==> src/rtl/label_resolve_ctrl.sv <==
// label_resolve_ctrl
//   Post-frame sequencer for the connected-components merge table (M) and the
//   per-label data table. After an accepted start it flattens M so that every
//   entry holds its root label, then walks all labels and streams one object
//   record (label, area, sum_x, sum_y) per non-empty root over valid/ready.
//
// Ports
//   clk, reset_n        clock, synchronous active-low reset
//   start, num_labels   begin a run (IDLE only); labels 1..num_labels-1 exist
//   stall, busy, done   run status; done is a 1-cycle pulse at the end of a run
//   mt_*                merge-table read (1-cycle latency) and write ports
//   dt_raddr, dt_rdata  data-table read port (1-cycle latency)
//   obj_*               object record stream and count of records emitted
//   err_order           sticky flag: an entry M[i] > i was seen while flattening
module label_resolve_ctrl #(
    parameter int LABEL_W = 8,
    parameter int FEAT_W  = 128
) (
    input  logic                  clk,
    input  logic                  reset_n,
    input  logic                  start,
    input  logic [LABEL_W-1:0]    num_labels,
    output logic                  stall,
    output logic                  busy,
    output logic                  done,
    output logic [LABEL_W-1:0]    mt_raddr,
    input  logic [LABEL_W-1:0]    mt_rdata,
    output logic                  mt_wen,
    output logic [LABEL_W-1:0]    mt_waddr,
    output logic [LABEL_W-1:0]    mt_wdata,
    output logic [LABEL_W-1:0]    dt_raddr,
    input  logic [3*FEAT_W-1:0]   dt_rdata,
    output logic                  obj_valid,
    input  logic                  obj_ready,
    output logic [LABEL_W-1:0]    obj_label,
    output logic [FEAT_W-1:0]     obj_area,
    output logic [FEAT_W-1:0]     obj_sum_x,
    output logic [FEAT_W-1:0]     obj_sum_y,
    output logic [LABEL_W-1:0]    obj_count,
    output logic                  err_order
);

    typedef enum logic [3:0] {
        S_IDLE, S_F_RD, S_F_IND, S_F_WR,
        S_E_RD, S_E_CHK, S_E_DAT, S_E_OUT, S_E_NXT, S_DONE
    } state_t;

    localparam logic [LABEL_W-1:0] ONE = LABEL_W'(1);

    state_t             state, state_nx;
    logic [LABEL_W-1:0] idx;    // current label
    logic [LABEL_W-1:0] last;   // num_labels-1 captured at start

    always_ff @(posedge clk) begin
        if (!reset_n) state <= S_IDLE;
        else          state <= state_nx;
    end

    // idx stops at last instead of incrementing, so it never wraps to 0
    always_ff @(posedge clk) begin
        if (!reset_n) begin
            idx       <= '0;
            last      <= '0;
            err_order <= 1'b0;
            obj_count <= '0;
            obj_label <= '0;
            obj_area  <= '0;
            obj_sum_x <= '0;
            obj_sum_y <= '0;
        end else begin
            case (state)
                S_IDLE: if (start) begin
                    idx       <= ONE;
                    last      <= num_labels - ONE;
                    err_order <= 1'b0;
                    obj_count <= '0;
                end
                S_F_IND: if (mt_rdata > idx) err_order <= 1'b1;
                S_F_WR:  idx <= (idx == last) ? ONE : idx + ONE;
                S_E_DAT: begin
                    obj_label <= idx;
                    obj_area  <= dt_rdata[FEAT_W-1:0];
                    obj_sum_y <= dt_rdata[2*FEAT_W-1:FEAT_W];
                    obj_sum_x <= dt_rdata[3*FEAT_W-1:2*FEAT_W];
                end
                S_E_OUT: if (obj_ready) obj_count <= obj_count + ONE;
                S_E_NXT: if (idx != last) idx <= idx + ONE;
                default: ;
            endcase
        end
    end

    // All combinational outputs are forced to 0 while reset_n is low, so no
    // table write escapes in the reset cycle even if the FSM sits in F_WR.
    always_comb begin
        state_nx  = state;
        busy      = 1'b0;
        done      = 1'b0;
        obj_valid = 1'b0;
        mt_raddr  = '0;
        mt_wen    = 1'b0;
        mt_waddr  = '0;
        mt_wdata  = '0;
        dt_raddr  = '0;
        if (reset_n) begin
            busy = (state != S_IDLE) && (state != S_DONE);
            case (state)
                S_IDLE: if (start) state_nx = (num_labels <= ONE) ? S_DONE : S_F_RD;
                S_F_RD: begin
                    mt_raddr = idx;
                    state_nx = S_F_IND;
                end
                // M[i] <= i guarantees M[M[i]] was already flattened to a root
                S_F_IND: begin
                    mt_raddr = mt_rdata;
                    state_nx = S_F_WR;
                end
                S_F_WR: begin
                    mt_wen   = 1'b1;
                    mt_waddr = idx;
                    mt_wdata = mt_rdata;
                    state_nx = (idx == last) ? S_E_RD : S_F_RD;
                end
                S_E_RD: begin
                    mt_raddr = idx;
                    state_nx = S_E_CHK;
                end
                S_E_CHK: begin
                    if (mt_rdata == idx) begin
                        dt_raddr = idx;
                        state_nx = S_E_DAT;
                    end else begin
                        state_nx = S_E_NXT;
                    end
                end
                S_E_DAT: state_nx = (dt_rdata[FEAT_W-1:0] == '0) ? S_E_NXT : S_E_OUT;
                S_E_OUT: begin
                    obj_valid = 1'b1;
                    if (obj_ready) state_nx = S_E_NXT;
                end
                S_E_NXT: state_nx = (idx == last) ? S_DONE : S_E_RD;
                S_DONE: begin
                    done     = 1'b1;
                    state_nx = S_IDLE;
                end
                default: state_nx = S_IDLE;
            endcase
        end
    end

    assign stall = busy;

endmodule

==> config.mk <==
export PLATFORM = sky130hd
export DESIGN_NAME = label_resolve_ctrl
export DESIGN_NICKNAME = d
export VERILOG_FILES = /design/src/rtl/label_resolve_ctrl.sv
export SDC_FILE = /design/constraint.sdc
export NUM_CORES = 1
export LEC_CHECK = 0
export ABC_AREA = 1
export CAP_MARGIN = 40
export CORE_AREA = 2 2 324 326
export DETAILED_ROUTE_END_ITERATION = 10
export DIE_AREA = 0 0 326 328
export PLACE_DENSITY = 0.44
export SETUP_SLACK_MARGIN = 0.2
export SLEW_MARGIN = 15
export SYNTH_ARGS = -nofsm -noshare
export SYNTH_HDL_FRONTEND = slang
export SYNTH_SLANG_ARGS = --single-unit
==> constraint.sdc <==
create_clock -name clk -period 2 [get_ports clk]
set_input_delay 0.3 -clock clk [delete_from_list [all_inputs] [get_ports clk]]
set_output_delay 0.3 -clock clk [all_outputs]
set_load 0.02 [all_outputs]
Word level (Yosys, flattened, before mapping)
Index checks and enable logic that the tools add are counted.
- add/subtract/negate cells: 3
- order comparisons: 2
- equality and inequality tests: 17
- mux-type cells: 34
- reduce and logical (&&, ||, !) cells: 13
- operator list (kind ; number):
    128-bit zero test ; 1
    8-bit 2-to-1 mux ; 13
    4-bit one-hot mux with 9 select lines ; 1
    8-bit one-hot mux with 2 select lines ; 2
    4-bit 2-to-1 mux ; 6
    8-bit one-hot mux with 3 select lines ; 1
    8-bit by 1-bit adder with 8-bit output (second input constant) ; 2
    4-bit by 3-bit == test with 1-bit output (second input constant) ; 4
    8-bit == test ; 2
    1-bit 2-to-1 mux ; 9
    3-bit AND reduction ; 3
    4-bit by 2-bit == test with 1-bit output (second input constant) ; 2
    4-bit == test (second input constant) ; 2
    8-bit > comparator ; 1
    8-bit by 1-bit less-or-equal comparator with 1-bit output (second input constant) ; 1
    2-bit inequality test (second input constant) ; 4
    8-bit inequality test ; 1
    8-bit by 1-bit subtractor with 8-bit output (second input constant) ; 1
    4-bit by 1-bit == test with 1-bit output (second input constant) ; 1
    4-bit zero test ; 1
    4-bit inequality test (second input constant) ; 1
    2-bit AND reduction ; 2
    2-bit nonzero test ; 2
    4-bit nonzero test ; 1
    5 further kinds ; 5
- register bits after elaboration: 421
- output and inout port bits: 438
- logic and storage cells: 78

Logic depth before layout (Yosys ltp)
- word-level depth: 4
- gate-level depth with buffers: 13
- gate-level depth less buffers: 13

Worst setup path after synthesis
OpenSTA, ideal clock, no wires.
- path type: flip-flop to output port
- start: register state[2]
- end: output mt_wdata[0]
- arrival time: 1.635 ns
- setup slack: 0.065 ns
- cell stages (with the launch flop): 9
- path buffers: 1
- cell sequence: dfxtp_1 inv_1 nand2_1 inv_2 nand2_1 buf_2 nor2_1 inv_1 nor2_1
- cells in the longest elaborated chain, start to end: 3
- RTL lines (item ; RTL line ; text):
    start, declared ; 50 ; state_t state, state_nx;
    start signal, assigned ; 56 ; else state <= state_nx;
    4-bit by 2-bit == test with 1-bit output ; 107 ; case (state)
    8-bit 2-to-1 mux ; 107 ;
    8-bit 2-to-1 mux ; 105 ; if (reset_n) begin
    end, declared ; 30 ; output logic [LABEL_W-1:0] mt_wdata,
No other way between the ends.

Worst setup path in the final report
- start: register idx[5]
- end: output dt_raddr[5]
- cells in the longest elaborated chain, start to end: 4
- RTL lines (item ; RTL line ; text):
    start, declared ; 51 ; logic [LABEL_W-1:0] idx;
    start signal, assigned ; 79 ; S_F_WR: idx <= (idx == last) ? ONE : idx + ONE;
    start signal, assigned ; 87 ; S_E_NXT: if (idx != last) idx <= idx + ONE;
    8-bit == test ; 129 ; if (mt_rdata == idx) begin
    8-bit 2-to-1 mux (*) ; 129 ;
    8-bit 2-to-1 mux (*) ; 107 ;
    8-bit 2-to-1 mux (*) ; 105 ;
    end, declared ; 31 ; output logic [LABEL_W-1:0] dt_raddr,
Every way passes the cells marked *; elsewhere a longest branch is shown, timed or not.

==> summary.txt <==
status - finished, violations left
failing checks - negative setup slack
initial DRC count - 805
mapped cell area - 0.01593 mm^2
Hold WC Path Type - in -> reg
CTS HTree Levels - 2
final net count - 3,670
number of vias per cell - 4.015
first-pass iteration count of the detailed router - 5
crit path buf inv count - 3
slowest CP cell - dfxtp_1
Final period util - 120.8%
total CTS buffers - 53
DRC - 0
clock slew at reported path FFs - 0.06 ns
Core Rows - 118
TritonCTS clock tree - yes
GRT Max-Usage Layer - met2
delay of the slowest critical-path stage - 0.32 ns
CP startpoint kind - register
RSZ-0062 raised after global routing - yes
flops & latches, synth - 421
# IOs - 842
global-route usage over all layers - 15.78%
Clock Latency Late Sink - 0.62 ns
CP most frequent cell - nand2_2
commonest non-fill, non-tap cell in the layout - nor2_1
dpl ws - -0.7714 ns
post-layout min period - 2.416 ns
Bufs on Longest Clock Path - 3
met2 Resource Use GR - 27.37%
antenna-violating nets left - 0
CP Cell Sequence - inv_1 > ha_1 > nand2_2 > nor3_4 > nand2_2 > buf_8 > nor2_4 > buf_6
Slew headroom - 22.03%
global-route wire length before repair - 125.2 mm
M1 GR Usage - 18.49%
vias in the first global route - 17,970
gr ovfl total - 0
Placement Cell Area - 0.02708 mm^2
initial antenna violation count - 15
Seq/Total Area, Yosys - 52.91%
Vias - 18,800
CP Max Fanout - 5
met3 Use GR - 4.674%
maximum number of pins on one net before global-route repair - 176
FMAX - 413.9 MHz
max cap viols - 0
Critical Path Sink Type - primary output
Initial Utilization - 15.44%
Mapped Cells - 2,157
clock sinks - 421
yosys warns - 0
Final HPWL DP - 64.10 mm
Core Footprint - 0.1032 mm^2
fraction of layout cells with a size suffix above 1 - 25.53%
overall routed net length - 96.90 mm
P_leak - 14.38 nW
post-synth top area share - 52.91%
root buf cell - clkbuf_16
Required @ worst endpoint - 1.70 ns
die area - 0.1069 mm^2
final setup fails - 35
dominant cells by area after synthesis - dfxtp_1 (53%), nor2_1 (21%), o21ai_0 (11%)
Hold Fails Final Rpt - 0
Mapped Nets - 2,573
final hold slack - 0.06744 ns
crit path kind - reg -> out
area delta synth->final - 112.8%
Die W - 326 um
IO buf count - 841
leading area contributor after synthesis - dfxtp_1
peak supply drop - 665.2 uV
syn_area_per_cell - 7.385 um^2
wire length per cell - 20.69 um
Final Cell Area - 0.03389 mm^2
CP delay by family, top - simple AND/OR/NAND/NOR gates
Fin Clk Skew - 0.02145 ns
fin. max-slew vios - 0
Netlist cell types - 38
chip height - 328 um
Final WS setup - -0.4159 ns
Power Density - 629.8 mW/mm^2
most frequent cells in the layout - nor2_1 (728), clkdlybuf4s50_1 (592), dfxtp_1 (414), dlygate4sd2_1 (202), o21ai_0 (193)
slew of the pin with the lowest slew margin - 1.170 ns
RD Place Congestion - 0.8329
WP data arrival - 2.12 ns
==> per-stage QoR <==
| stage | util, % | total power [mW] | cells | TNS (ns) |
|---|---|---|---|---|
| floorplan | - | 9.219 | 2157 | 0 |
| global placement | 26.24 | 10.57 | 4411 | -10.02 |
| detailed placement | 26.24 | 10.57 | 4411 | -9.519 |
| CTS | 29.59 | 21.35 | 4586 | -9.031 |
| global route | 32.83 | 22.09 | 4680 | -23.09 |
| finish | 32.84 | 21.34 | 4683 | -9.846 |
==> synthesized netlist by cell type <==
cell type	number
nand4_1	5
nand3_1	15
buf_2	31
nor2_1	900
inv_1	52
nand3_2	1
o2111ai_1	2
o21ai_0	344
xor2_1	7
o21ai_1	66
a21oi_1	32
o21bai_1	1
nor3b_1	2
nor3_4	1
dfxtp_1	421
nor2_2	3
a311oi_1	1
nand2_1	101
inv_2	8
nand2_2	6
nand2_4	1
clkbuf_1	103
o32ai_1	8
nor4_1	3
o221ai_1	1
xnor2_1	6
a31oi_1	1
o21ai_2	1
buf_4	1
o211ai_1	2
or2_2	1
nor3_1	10
buf_1	2
nor3b_2	1
nor2_4	2
ha_1	12
o31ai_1	2
clkinv_1	1
==> repair_timing <==
action | CTS | global route
pin swaps | 64 | 180
resized for setup | 614 | 651
endpoints found under the setup margin | 817 | 640
gates cloned | 25 | 45
hold buffers | 0 | 0
setup buffers | 51 | 48
==> flip-flops by register name, summed over array words and instances, names as in the netlist <==
register and cells:
obj_count 8, obj_label 8, obj_sum_y 128, err_order 1, state 4, last 8, obj_sum_x 128, obj_area 128
idx 8
==> final cells by class <==
cell class                      instances  area [um^2]
Fill cell                           10810        69310
Timing Repair Buffer                 1178        12970
Multi-Input combinational cell       1538         8593
Sequential cell                       421         8439
Tap cell                             1380         1727
Clock buffer                           70         1533
Clock inverter                         29        341.6
Inverter                               61        264.0
Antenna cell                            5        12.51
Timing Repair inverter                  1        11.26
==> cells by family (layout without fill, tap and decap cells) <==
kind of cell             Yosys count  in the layout  synth area share, %
AO/OA/AOI/OAI                    461            461                14.88
XOR/XNOR                          13             13               0.7147
adder cells (fa/ha/maj)           12             12               0.9425
buffers and inverters            198           1339                4.932
flip-flops                       421            421                52.91
other                              0              5                    0
AND/OR/NAND/NOR                 1052           1052                25.63
==> layer usage <==
| layer | wire (um) | vias up | share of wire (%) |
|---|---|---|---|
| li1 | - | 9204 | - |
| met5 | 158 | - | 0.16 |
| met2 | 47800 | 599 | 49 |
| met3 | 6367 | 160 | 6.6 |
| met4 | 3401 | 24 | 3.5 |
| met1 | 39170 | 8814 | 40 |
==> final timing paths <==
check	endpoint	start	depth (start not counted)	slack, ns
worst min register to register	last[2]	last[2]	2	0.49
worst min-delay path	state[1]	reset_n	4	0.07
worst max-delay path	dt_raddr[5]	idx[5]	8	-0.42
worst max register to register	obj_sum_y[122]	state[0]	12	0.01
==> power by group <==
| group | internal, mW | switching (mW) |
|---|---|---|
| registers | 8.45 | 0.0481 |
| logic | 1.33 | 1.05 |
| clock network | 6.29 | 4.18 |
| total | 16.1 | 5.28 |
==> worst min-delay path, stage by stage <==
cell and delay, ns:
buf_8 0.09, buf_4 0.15, nand2_1 0.06, inv_1 0.04
(Power assumes the default switching activity.)
